==> src/rtl/mem_access_responder.sv <==
`default_nettype none
// ============================================================================
// Module   : mem_access_responder
// Purpose  : Serialises dcache line and dtlb PTE requests onto one line-wide
//            memory port. Optional macro: MEM_ACCESS_ROUND_ROBIN_EN.
// Revision : 1.0 - initial release
// ============================================================================
module mem_access_responder #(
  parameter int PADDR_WIDTH = 34,
  parameter int LINE_WIDTH  = 128
) (
  input  logic                      clk,
  input  logic                      rst,
  input  logic [PADDR_WIDTH-1:0]    dcache_addr,
  input  logic                      dcache_read_req,
  input  logic                      dcache_write_req,
  input  logic [LINE_WIDTH-1:0]     dcache_write_value,
  output logic                      dcache_read_grant,
  output logic                      dcache_write_grant,
  output logic [LINE_WIDTH-1:0]     dcache_read_value,
  input  logic [PADDR_WIDTH-1:0]    dtlb_addr,
  input  logic                      dtlb_read_req,
  input  logic                      dtlb_write_req,
  input  logic [31:0]               dtlb_write_value,
  output logic                      dtlb_read_grant,
  output logic                      dtlb_write_grant,
  output logic [31:0]               dtlb_read_value,
  output logic                      mem_req,
  output logic                      mem_we,
  output logic [PADDR_WIDTH-1:0]    mem_addr,
  output logic [LINE_WIDTH-1:0]     mem_wdata,
  output logic [LINE_WIDTH/8-1:0]   mem_wmask,
  input  logic                      mem_ack,
  input  logic [LINE_WIDTH-1:0]     mem_rdata
);

  localparam int c_mask_w    = LINE_WIDTH / 8;
  localparam int c_offs_bits = $clog2(c_mask_w);
  localparam int c_lane_bits = c_offs_bits - 2;

  typedef enum logic [1:0] {
    S_IDLE   = 2'd0,
    S_ACCESS = 2'd1,
    S_GRANT  = 2'd2
  } state_t;

  state_t r_state, w_state_nxt;

  logic                   r_src_dtlb;
  logic                   r_we;
  logic [PADDR_WIDTH-1:0] r_addr;
  logic [LINE_WIDTH-1:0]  r_wdata;
  logic [c_mask_w-1:0]    r_wmask;
  logic [c_lane_bits-1:0] r_lane;
  logic [LINE_WIDTH-1:0]  r_line;
  logic [31:0]            r_word;

  logic                   w_dtlb_any;
  logic                   w_dc_any;
  logic                   w_start;
  logic                   w_sel_dtlb;
  logic                   w_sel_we;
  logic [PADDR_WIDTH-1:0] w_sel_addr;
  logic [c_lane_bits-1:0] w_sel_lane;
  logic [LINE_WIDTH-1:0]  w_sel_wdata;
  logic [c_mask_w-1:0]    w_sel_wmask;
  logic                   w_grant;

  assign w_dtlb_any = dtlb_read_req | dtlb_write_req;
  assign w_dc_any   = dcache_read_req | dcache_write_req;
  assign w_start    = (r_state == S_IDLE) & (w_dtlb_any | w_dc_any);

`ifdef MEM_ACCESS_ROUND_ROBIN_EN
  // Records whether the last transaction served dtlb; reset favours dtlb.
  logic r_last_dtlb;

  always_ff @(posedge clk) begin
    if (rst)
      r_last_dtlb <= 1'b0;
    else if (w_start)
      r_last_dtlb <= w_sel_dtlb;
  end

  assign w_sel_dtlb = w_dtlb_any & (~w_dc_any | ~r_last_dtlb);
`else
  assign w_sel_dtlb = w_dtlb_any;
`endif

  // Write beats read inside one requester; the read stays pending.
  always_comb begin
    w_sel_we    = dcache_write_req;
    w_sel_addr  = dcache_addr;
    w_sel_lane  = '0;
    w_sel_wdata = '0;
    w_sel_wmask = '0;
    if (w_sel_dtlb) begin
      w_sel_we   = dtlb_write_req;
      w_sel_addr = dtlb_addr;
    end
    w_sel_lane = w_sel_addr[c_offs_bits-1:2];
    if (w_sel_we) begin
      if (w_sel_dtlb) begin
        w_sel_wdata = LINE_WIDTH'(dtlb_write_value) << (32 * w_sel_lane);
        w_sel_wmask = c_mask_w'(4'hF) << (4 * w_sel_lane);
      end else begin
        w_sel_wdata = dcache_write_value;
        w_sel_wmask = '1;
      end
    end
  end

  always_ff @(posedge clk) begin
    if (rst)
      r_state <= S_IDLE;
    else
      r_state <= w_state_nxt;
  end

  always_comb begin
    w_state_nxt = r_state;
    case (r_state)
      S_IDLE:   if (w_dtlb_any | w_dc_any) w_state_nxt = S_ACCESS;
      S_ACCESS: if (mem_ack) w_state_nxt = S_GRANT;
      S_GRANT:  w_state_nxt = S_IDLE;
      default:  w_state_nxt = S_IDLE;
    endcase
  end

  always_ff @(posedge clk) begin
    if (rst) begin
      r_src_dtlb <= 1'b0;
      r_we       <= 1'b0;
      r_addr     <= '0;
      r_wdata    <= '0;
      r_wmask    <= '0;
      r_lane     <= '0;
      r_line     <= '0;
      r_word     <= '0;
    end else begin
      if (w_start) begin
        r_src_dtlb <= w_sel_dtlb;
        r_we       <= w_sel_we;
        r_addr     <= w_sel_addr & ~PADDR_WIDTH'(c_mask_w - 1);
        r_wdata    <= w_sel_wdata;
        r_wmask    <= w_sel_wmask;
        r_lane     <= w_sel_lane;
      end
      // The word is extracted at capture so it survives the next latch.
      if ((r_state == S_ACCESS) && mem_ack) begin
        r_line <= mem_rdata;
        r_word <= mem_rdata[32*r_lane +: 32];
      end
    end
  end

  assign w_grant            = (r_state == S_GRANT);
  assign dcache_read_grant  = w_grant & ~r_src_dtlb & ~r_we;
  assign dcache_write_grant = w_grant & ~r_src_dtlb &  r_we;
  assign dtlb_read_grant    = w_grant &  r_src_dtlb & ~r_we;
  assign dtlb_write_grant   = w_grant &  r_src_dtlb &  r_we;

  assign mem_req   = (r_state == S_ACCESS);
  assign mem_we    = r_we;
  assign mem_addr  = r_addr;
  assign mem_wdata = r_wdata;
  assign mem_wmask = r_wmask;

  assign dcache_read_value = r_line;
  assign dtlb_read_value   = r_word;

endmodule
`default_nettype wire

==> config.mk <==
export PLATFORM = sky130hd
export DESIGN_NAME = mem_access_responder
export DESIGN_NICKNAME = d
export VERILOG_FILES = /design/src/rtl/mem_access_responder.sv
export SDC_FILE = /design/constraint.sdc
export NUM_CORES = 1
export LEC_CHECK = 0
export BUFFER_PORTS_ARGS = -buffer_cell sky130_fd_sc_hd__buf_4
export CORE_AREA = 10 10 266 268
export DETAILED_ROUTE_END_ITERATION = 10
export DIE_AREA = 0 0 276 278
export PLACE_DENSITY = 0.51
export SKIP_CTS_REPAIR_TIMING = 1
export SLEW_MARGIN = 20
export SYNTH_ARGS = -nofsm -noshare
export SYNTH_HDL_FRONTEND = slang
export SYNTH_SLANG_ARGS = --single-unit
==> constraint.sdc <==
create_clock -name clk -period 4.3 [get_ports clk]
set_input_delay 0.215 -clock clk [delete_from_list [all_inputs] [get_ports clk]]
set_output_delay 0.215 -clock clk [all_outputs]
set_load 0.05 [all_outputs]
* After elaboration in Yosys (flattened, before gate mapping)
Cells that the tools add are included.
** Storage, ports and cells
- Flip-flop bits (word level) :: 340
- Bits in latches :: 0
- Memory bits (writable) :: 0
- ROM bits :: 0
- Bits of input ports :: 363
- Output and inout bits :: 344
- Word-level logic and storage cells :: 40
- Memories :: 0
** Cells by class
- Add/sub/neg operators :: 0
- Multipliers :: 0
- Div/mod/pow operators :: 0
- Magnitude comparators :: 0
- Equality and inequality tests :: 4
- Shift-type cells :: 3
- Muxes and demuxes :: 9
- Bitwise operators :: 12
- Reduce and logical (&&, ||, !) cells :: 3
** Operators by type and width (count)
- 128-bit two-way mux :: 2
- 128-bit by 8-bit indexed part select with 32-bit output :: 1
- 32-bit by 7-bit << shifter with 128-bit output :: 1
- 34-bit two-way mux :: 1
- 16-bit two-way mux :: 2
- 4-bit by 4-bit << shifter with 16-bit output, first input constant :: 1
- 1-bit AND :: 7
- 2-bit two-way mux :: 2
- 2-bit by 1-bit != test with 1-bit output, second input constant :: 2
- 2-bit case mux with 2 select lines :: 1
- 1-bit OR :: 3
- 2-bit by 1-bit == test with 1-bit output, second input constant :: 1
- 2-bit == test, second input constant :: 1
- 2-bit logical NOT :: 1
- 1-bit inverter :: 2
- 2-bit AND reduction :: 1
- 1-bit logical AND :: 1
- 1-bit two-way mux :: 1

* Logic depth before layout (Yosys ltp)
Gate-level depths: netlist (run 1).
- Depth after elaboration :: 5
- Gate-level depth with buffers :: 7
- Depth with buffers taken out :: 3

* Worst setup path before layout (run 1)
OpenSTA, ideal clock, no wires.
- Kind :: reg2out
- Start :: register r_we, in the netlist mem_we
- End :: output dcache_read_grant
- Data arrival time :: 2.225 ns
- Required time :: 4.085 ns
- Setup slack :: 1.860 ns
- Stages on the path, launching flop included :: 2
- Path buffers :: 0
- Cells stage by stage :: dfxtp_1 > nor4b_1
** Between the ends
- Longest elaborated chain between the ends :: 2
** RTL lines
- from (decl) :: line 50 : logic r_we;
- from (signal assigned) :: line 142 : r_we <= w_sel_we;
- 1-bit inverter :: line 157 : assign dcache_read_grant = w_grant & ~r_src_dtlb & ~r_we;
- 1-bit AND :: line 157
- to (decl) :: line 18 : output logic dcache_read_grant,
No other way between the ends.

* Final worst setup path (run 1)
- Start :: register r_state[1]
- End :: register r_addr[5], in the netlist mem_addr[5]
** Between the ends
- Longest elaborated chain between the ends :: 2
** RTL lines
- from (decl) :: line 47 : state_t r_state, w_state_nxt;
- from (signal assigned) :: line 116 : r_state <= w_state_nxt;
- 2-bit logical NOT :: line 71 : assign w_start = (r_state == S_IDLE) & (w_dtlb_any | w_dc_any);
- 1-bit AND :: line 71
- to (signal assigned) :: line 143 : r_addr <= w_sel_addr & ~PADDR_WIDTH'(c_mask_w - 1);
- to (decl) :: line 51 : logic [PADDR_WIDTH-1:0] r_addr;
No other way between the ends.
A chain may end at the register's enable or synchronous reset.

==> results of run 1 <==
-- synthesized netlist by cell type, drive strengths merged (2+ instances only) --
| cell | number | area share, % |
|---|---|---|
| a21oi | 199 | 7.0 |
| a22oi | 32 | 1.7 |
| a311oi | 32 | 1.9 |
| a31oi | 96 | 4.1 |
| buf | 55 | 3.4 |
| clkbuf | 125 | 3.2 |
| dfxtp | 328 | 45 |
| mux4 | 32 | 5.0 |
| nand2 | 384 | 9.9 |
| nor2 | 5 | 0.13 |
| nor2b | 6 | 0.26 |
| nor3b | 97 | 5.0 |
| nor4bb | 2 | 0.14 |
| o211ai | 3 | 0.16 |
| o21ai | 8 | 0.28 |
| o221ai | 2 | 0.12 |
| o2bb2ai | 128 | 12 |
| or2 | 2 | 0.086 |
-- worst paths after layout --
check | from | to | slack [ps] | cells after the start
setup / recovery | r_state[1] | mem_addr[5] | 1610 | 4
hold / removal | dtlb_write_value[12] | mem_wdata[76] | -3 | 3
setup reg to reg | r_state[1] | mem_addr[5] | 1610 | 4
hold reg to reg | dcache_read_value[83] | dcache_read_value[83] | 450 | 2
-- per-stage QoR --
stage / cell area [um^2] / utilization (%) / total power (W) / hold slack (ps)
after floorplan: 14500 / - / 0.00467 / 351
after global placement: 20200 / 30.8 / 0.00548 / 444
after detailed placement: 20200 / 30.8 / 0.00549 / 447
after CTS: 21500 / 32.8 / 0.00897 / -154
after global routing: 23900 / 36.5 / 0.00942 / 4.87
final: 23900 / 36.5 / 0.00906 / -2.73
-- cell families (layout without fill, tap and decap cells) --
group                  after synthesis  in the layout  synth area share [%]
flip-flops                         328            328                  45.3
buffers and inverters              181           1028                  6.65
AND/OR/NAND/NOR                    503            503                  16.0
multiplexers                        32             32                  4.97
AO/OA/AOI/OAI                      502            502                  27.0
other                                1              8                0.0259
-- layer usage --
layer,GRT usage (%),routed length (um),vias to the layer above
li1,-,-,7232
met2,30.0,36800,739
met4,7.69,2950,14
met5,0,108,-
met3,7.59,7310,144
met1,19.7,28600,7387
-- critical path: stages, from the launching register on --
cell and delay [ps]:
dfxtp_1 400, or2_2 410, nor2_4 880, a311oi_1 210
dlygate4sd3_1 640
-- registers in the layout, summed over array words and instances, names as in the netlist --
name / count
mem_we: 1
mem_wdata: 128
dcache_read_value: 128
r_src_dtlb: 1
mem_wmask: 4
r_state: 2
dtlb_read_value: 32
r_lane: 2
mem_addr: 30
-- cell type report --
| cell class | instances | area share (%) |
|---|---|---|
| inverters | 1 | 0.0157 |
| flip-flops and latches | 328 | 27.5 |
| clock inverters | 13 | 0.514 |
| multi-input cells | 1041 | 29.4 |
| clock buffers | 59 | 5.01 |
| repair buffers | 955 | 32.9 |
| diodes | 4 | 0.0420 |
| well taps | 864 | 4.53 |
-- power by group through the flow --
| stage | clock network [W] | registers (W) | logic [W] |
|---|---|---|---|
| finish | 0.00342 | 0.00336 | 0.00228 |
| detailed placement | 0 | 0.00342 | 0.00207 |
| global route | 0.00364 | 0.00338 | 0.00240 |
| global placement | 0 | 0.00342 | 0.00206 |
| CTS | 0.00354 | 0.00336 | 0.00207 |
| floorplan | 0 | 0.00394 | 0.000736 |
-- placed cells by master (no fill, tap or decap), drive strengths merged --
master	Yosys	layout
dfxtp	328	328
o211a	1	1
diode	0	4
a31oi	96	96
nor2	5	5
and4b	1	1
a22oi	32	32
nor3b	97	97
nor4	1	1
or2	2	2
a311oi	32	32
o221ai	2	2
o21ai	8	8
clkinv	0	7
and3b	1	1
o211ai	3	3
nor2b	6	6
inv	1	5
or4	1	1
a21oi	199	199
o21a	1	1
mux4	32	32
clkbuf	125	59
nor4b	1	1
nand2	384	384
nor4bb	2	2
conb	1	4
nand3b	1	1
dlygate4sd3	0	237
clkinvlp	0	2
o2bb2ai	128	128
and2	1	1
buf	55	718
==> qor.yml, run 1 <==
placed_design:
  pre_cts_slack_ps: 1440
  dp_cells: 2952
  port_buffers: 698
  place_congestion: 0.849
  place_hpwl_um: 55000
power:
  p_int_w: 0.00605
  p_sw_w: 0.00301
  ir_drop_mv: 0.248
  powerDensity_nw_per_um2: 380
  p_sw_share_pct: 33.2
  p_leak_nw: 9.64
  clkPwrFrac_pct: 37.7
  power.share.sequential_pct: 37.1
  p_comb_share_pct: 25.2
final_layout:
  drive_gt1_share_pct: 38.2
  multi_input_area_um2: 7020
  synthToLayoutAreaGrowth_pct: 64.7
  fin_nets: 2733
  fill_cells: 6628
  layout.cells.non_filler: 3265
  regArea_um2: 6570
drt:
  drt_iter0_drc: 1041
  via_per_inst: 4.75
  drtPass1Iterations: 7
  routed_wl_um: 75800
  wl_per_cell_um: 23.2
  num_vias: 15500
  drc_errors: 0
  drtAntennaViolNets: 0
yosys:
  syn_avg_cell_area_um2: 9.36
  synth_edf_count: 0
  async_reset_ff_share_pct: 0
  synth_cells: 1547
  synth_warnings: 0
  netlist_area_um2: 14500
  yosysUniqueCellTypes: 36
  ys.flop_type: "dfxtp_1"
  ys_seq_area_share_pct: 45.3
  synth-seq-cells: 328
clocking:
  h-tree-depth: 2
  clock-sinks: 328
  cts_tree: "built"
  cts-root-buf: "clkbuf_16"
  numCtsBuffers: 43
  clock_latency_ps: 570
  clockBufferDepth: 3
  clkSlewWorstSetupHoldPaths_ps: 60
critical_path:
  critical_path_class: "reg2reg"
  start_kind: "flop"
  end_kind: "flop"
  worstPathRequired_ps: 4740
  worstPathMaxFanout: 33
  cp_data_arrival_time_ps: 3130
global_route:
  grt-ovfl-total: 0
  grt_first_pass_wirelength_um: 105000
  grt_max_degree: 161
  antenna_found_initial: 12
  gr-usage-all-layers_pct: 17.9
  grt_pass1_vias: 14600
worst_hold_path:
  hp-class: "in2reg"
floorplan:
  rows: 94
  start_util_pct: 22.2
  io_pins: 707
  fp.coreArea_um2: 65400
  dieWidth_um: 276
  dieArea_um2: 76700
  die_h_um: 278
timing:
  fin_crit_ps: 2690
  skew_ps: 18.2
  whs_ps: -2.73
  fmax_ghz: 0.372
  slew_headroom_pct: 25.5
  rsz0062_at_grt: "false"
  setup_viol: 0
  final.setup.worst_slack_ps: 1610
  fin_crit_sh_pct: 62.5
  tns_ps: 0
  finalHoldViolCount: 2
  tightest_slew_ps: 1110
  report.final.slew_viol_count: 0
outcome:
  violations: "hold timing"
  outcome: "finished, violations left"
run:
  cap_violations: 0
Note: power is estimated with default switching activity, not from simulation.
==> inputs of run 2 (changes only) <==
Settings changed: ABC_AREA from default to 1, CORE_AREA 10 10 266 268 to 10 10 270 272, DIE_AREA 0 0 276 278 to 0 0 280 282, PLACE_DENSITY 0.51 to 0.52.
Clock period 4.3 ns to 2.2 ns, I/O delays scaled along.
==> qor.yml, run 2 <==
outcome:
  outcome: "finished, violations left"
  violations: "hold timing"
global_route:
  grt_pass1_vias: 17000  # +16%
  antenna_found_initial: 13  # +1
  gr-usage-all-layers_pct: 20.3  # +2.3 points
  grt-ovfl-total: 0  # unchanged
  grt_first_pass_wirelength_um: 120000  # +14%
  grt_max_degree: 131  # -19%
timing:
  slew_headroom_pct: 44.1  # +19 points
  skew_ps: 15.6  # -2.63 ps
  fin_crit_ps: 2100  # -582 ps
  whs_ps: -29.6  # -26.9 ps
  final.setup.worst_slack_ps: 95.3  # -1520 ps
  setup_viol: 0  # unchanged
  finalHoldViolCount: 12  # +10
  fin_crit_sh_pct: 95.7  # +33 points
  tns_ps: 0  # unchanged
  fmax_ghz: 0.475  # +28%
  tightest_slew_ps: 836  # -279 ps
  report.final.slew_viol_count: 0  # unchanged
clocking:
  clkSlewWorstSetupHoldPaths_ps: 60  # about the same
  cts_tree: "built"
  numCtsBuffers: 42  # -2.3%
  clockBufferDepth: 3  # unchanged
  h-tree-depth: 2  # unchanged
  cts-root-buf: "clkbuf_16"
  clock-sinks: 328  # unchanged
  clock_latency_ps: 560  # about the same
yosys:
  synth_edf_count: 0  # unchanged
  yosysMostFrequentCell: "nand2_1"
  synth_warnings: 0  # unchanged
  synth-seq-cells: 328  # unchanged
  synth_top_cell_by_area: "dfxtp_1"
  ys.flop_type: "dfxtp_1"
  netlist_area_um2: 14900  # +3.1%
  async_reset_ff_share_pct: 0  # unchanged
  syn_avg_cell_area_um2: 6.64  # -29%
  ys_top_cells_by_area: "dfxtp_1, nand2_1, a21oi_1"
  synth_cells: 2249  # +45%
  synth_top_area_share_pct: 44.0  # -1.4 points
  yosysUniqueCellTypes: 19  # -47%
  ys_seq_area_share_pct: 44.0  # -1.4 points
  synthTopCellsByCount: "nand2_1, a21oi_1, dfxtp_1"
final_layout:
  fin_nets: 3633  # +33%
  drive_gt1_share_pct: 25.4  # -13 points
  fill_cells: 7125  # +7.5%
  synthToLayoutAreaGrowth_pct: 79.1
  final_common_cell: "nand2_1"
  regArea_um2: 6570  # unchanged
  layout.cells.non_filler: 4193  # +28%
  layout_common_cells: "nand2_1, buf_4, dlygate4sd3_1"
  multi_input_area_um2: 7170  # +2.1%
floorplan:
  die_h_um: 282  # +1.4%
  rows: 96  # +2.1%
  start_util_pct: 22.0  # -0.11 points
  fp.coreArea_um2: 67700  # +3.6%
  io_pins: 707  # unchanged
  dieWidth_um: 280  # +1.4%
  dieArea_um2: 79000  # +2.9%
power:
  ir_drop_mv: 0.563  # +130%
  powerDensity_nw_per_um2: 707  # +86%
  p_total_w: 0.0189  # +110%
  p_leak_nw: 12.2  # +27%
drt:
  routed_wl_um: 89800  # +18%
  drc_errors: 0  # unchanged
  drtAntennaViolNets: 0  # unchanged
  drtPass1Iterations: 5  # -2
  drt_iter0_drc: 1546  # +49%
  wl_per_cell_um: 21.4  # -7.8%
  num_vias: 19500  # +26%
  via_per_inst: 4.66  # -1.9%
critical_path:
  worstPathRequired_ps: 2640  # -2100 ps
  worstPathMaxFanout: 55  # +67%
  start_kind: "flop"
  end_kind: "flop"
  cp_data_arrival_time_ps: 2550  # -580 ps
  critical_path_class: "reg2reg"
placed_design:
  place_hpwl_um: 65100  # +18%
  pre_cts_slack_ps: 162  # -1280 ps
  dp_cells: 3688  # +25%
  port_buffers: 698  # unchanged
  place_congestion: 0.886  # +4.3%
worst_hold_path:
  hp-class: "in2reg"
run:
  cap_violations: 0  # unchanged
## run 2: stage by stage
stage / cell area (um^2) / utilization [%]
2_1_floorplan: 14900 / -
3_3_place_gp: 21100 / 31.1
3_5_place_dp: 21100 / 31.1
4_1_cts: 22500 / 33.2
5_1_grt: 26800 / 39.5
6_report: 26800 / 39.5
## run 2: where the power goes
part	internal (W)	leakage (nW)	switching, W
clock network	0.00436	0.698	0.00290
logic	0.00197	8.84	0.00324
registers	0.00626	2.67	0.000198
## run 2: path summary, 6_finish.rpt
check             depth (start not counted)                     end  slack (ps)             startpoint
setup reg to reg                          7  dcache_read_value[112]         100             r_state[0]
hold reg to reg                           2   dcache_read_value[31]         460  dcache_read_value[31]
setup / recovery                          7  dcache_read_value[112]         100             r_state[0]
hold / removal                            5          mem_wdata[108]         -30   dtlb_write_value[12]
## run 2: kinds of logic (layout without fill, tap and decap cells)
logic type	count (synthesis)	in the layout	synth area share (%)
flops	328	328	44.0
other cells	1	15	0.0251
buf+inv	278	1326	8.38
compound gates	464	464	15.6
simple gates	1178	1178	32.0
## run 2: final cells by class
| class | instances | area share (%) |
|---|---|---|
| Antenna cell | 11 | 0.103 |
| Multi-Input combinational cell | 1646 | 26.8 |
| Clock inverter | 11 | 0.664 |
| Clock buffer | 63 | 4.64 |
| Sequential cell | 328 | 24.5 |
| Timing Repair Buffer | 1177 | 38.1 |
| Inverter | 75 | 1.05 |
| Tap cell | 882 | 4.12 |
## run 2: critical path, cell delays in order, from the launching register on
cell and delay [ps]:
dfxtp_1 300, inv_1 160, nor2_4 260, nand2_4 230
buf_12 260, nand2_1 90, a21oi_1 50, dlygate4sd3_1 580
## run 2: metal layers
metal,GRT usage [%],vias to the layer above,part of all wire [%]
met5,0,-,0.012
met4,7.84,2,4.5
met3,8.96,168,9.6
met2,34.9,850,48
met1,21.6,9187,38
li1,-,9332,-
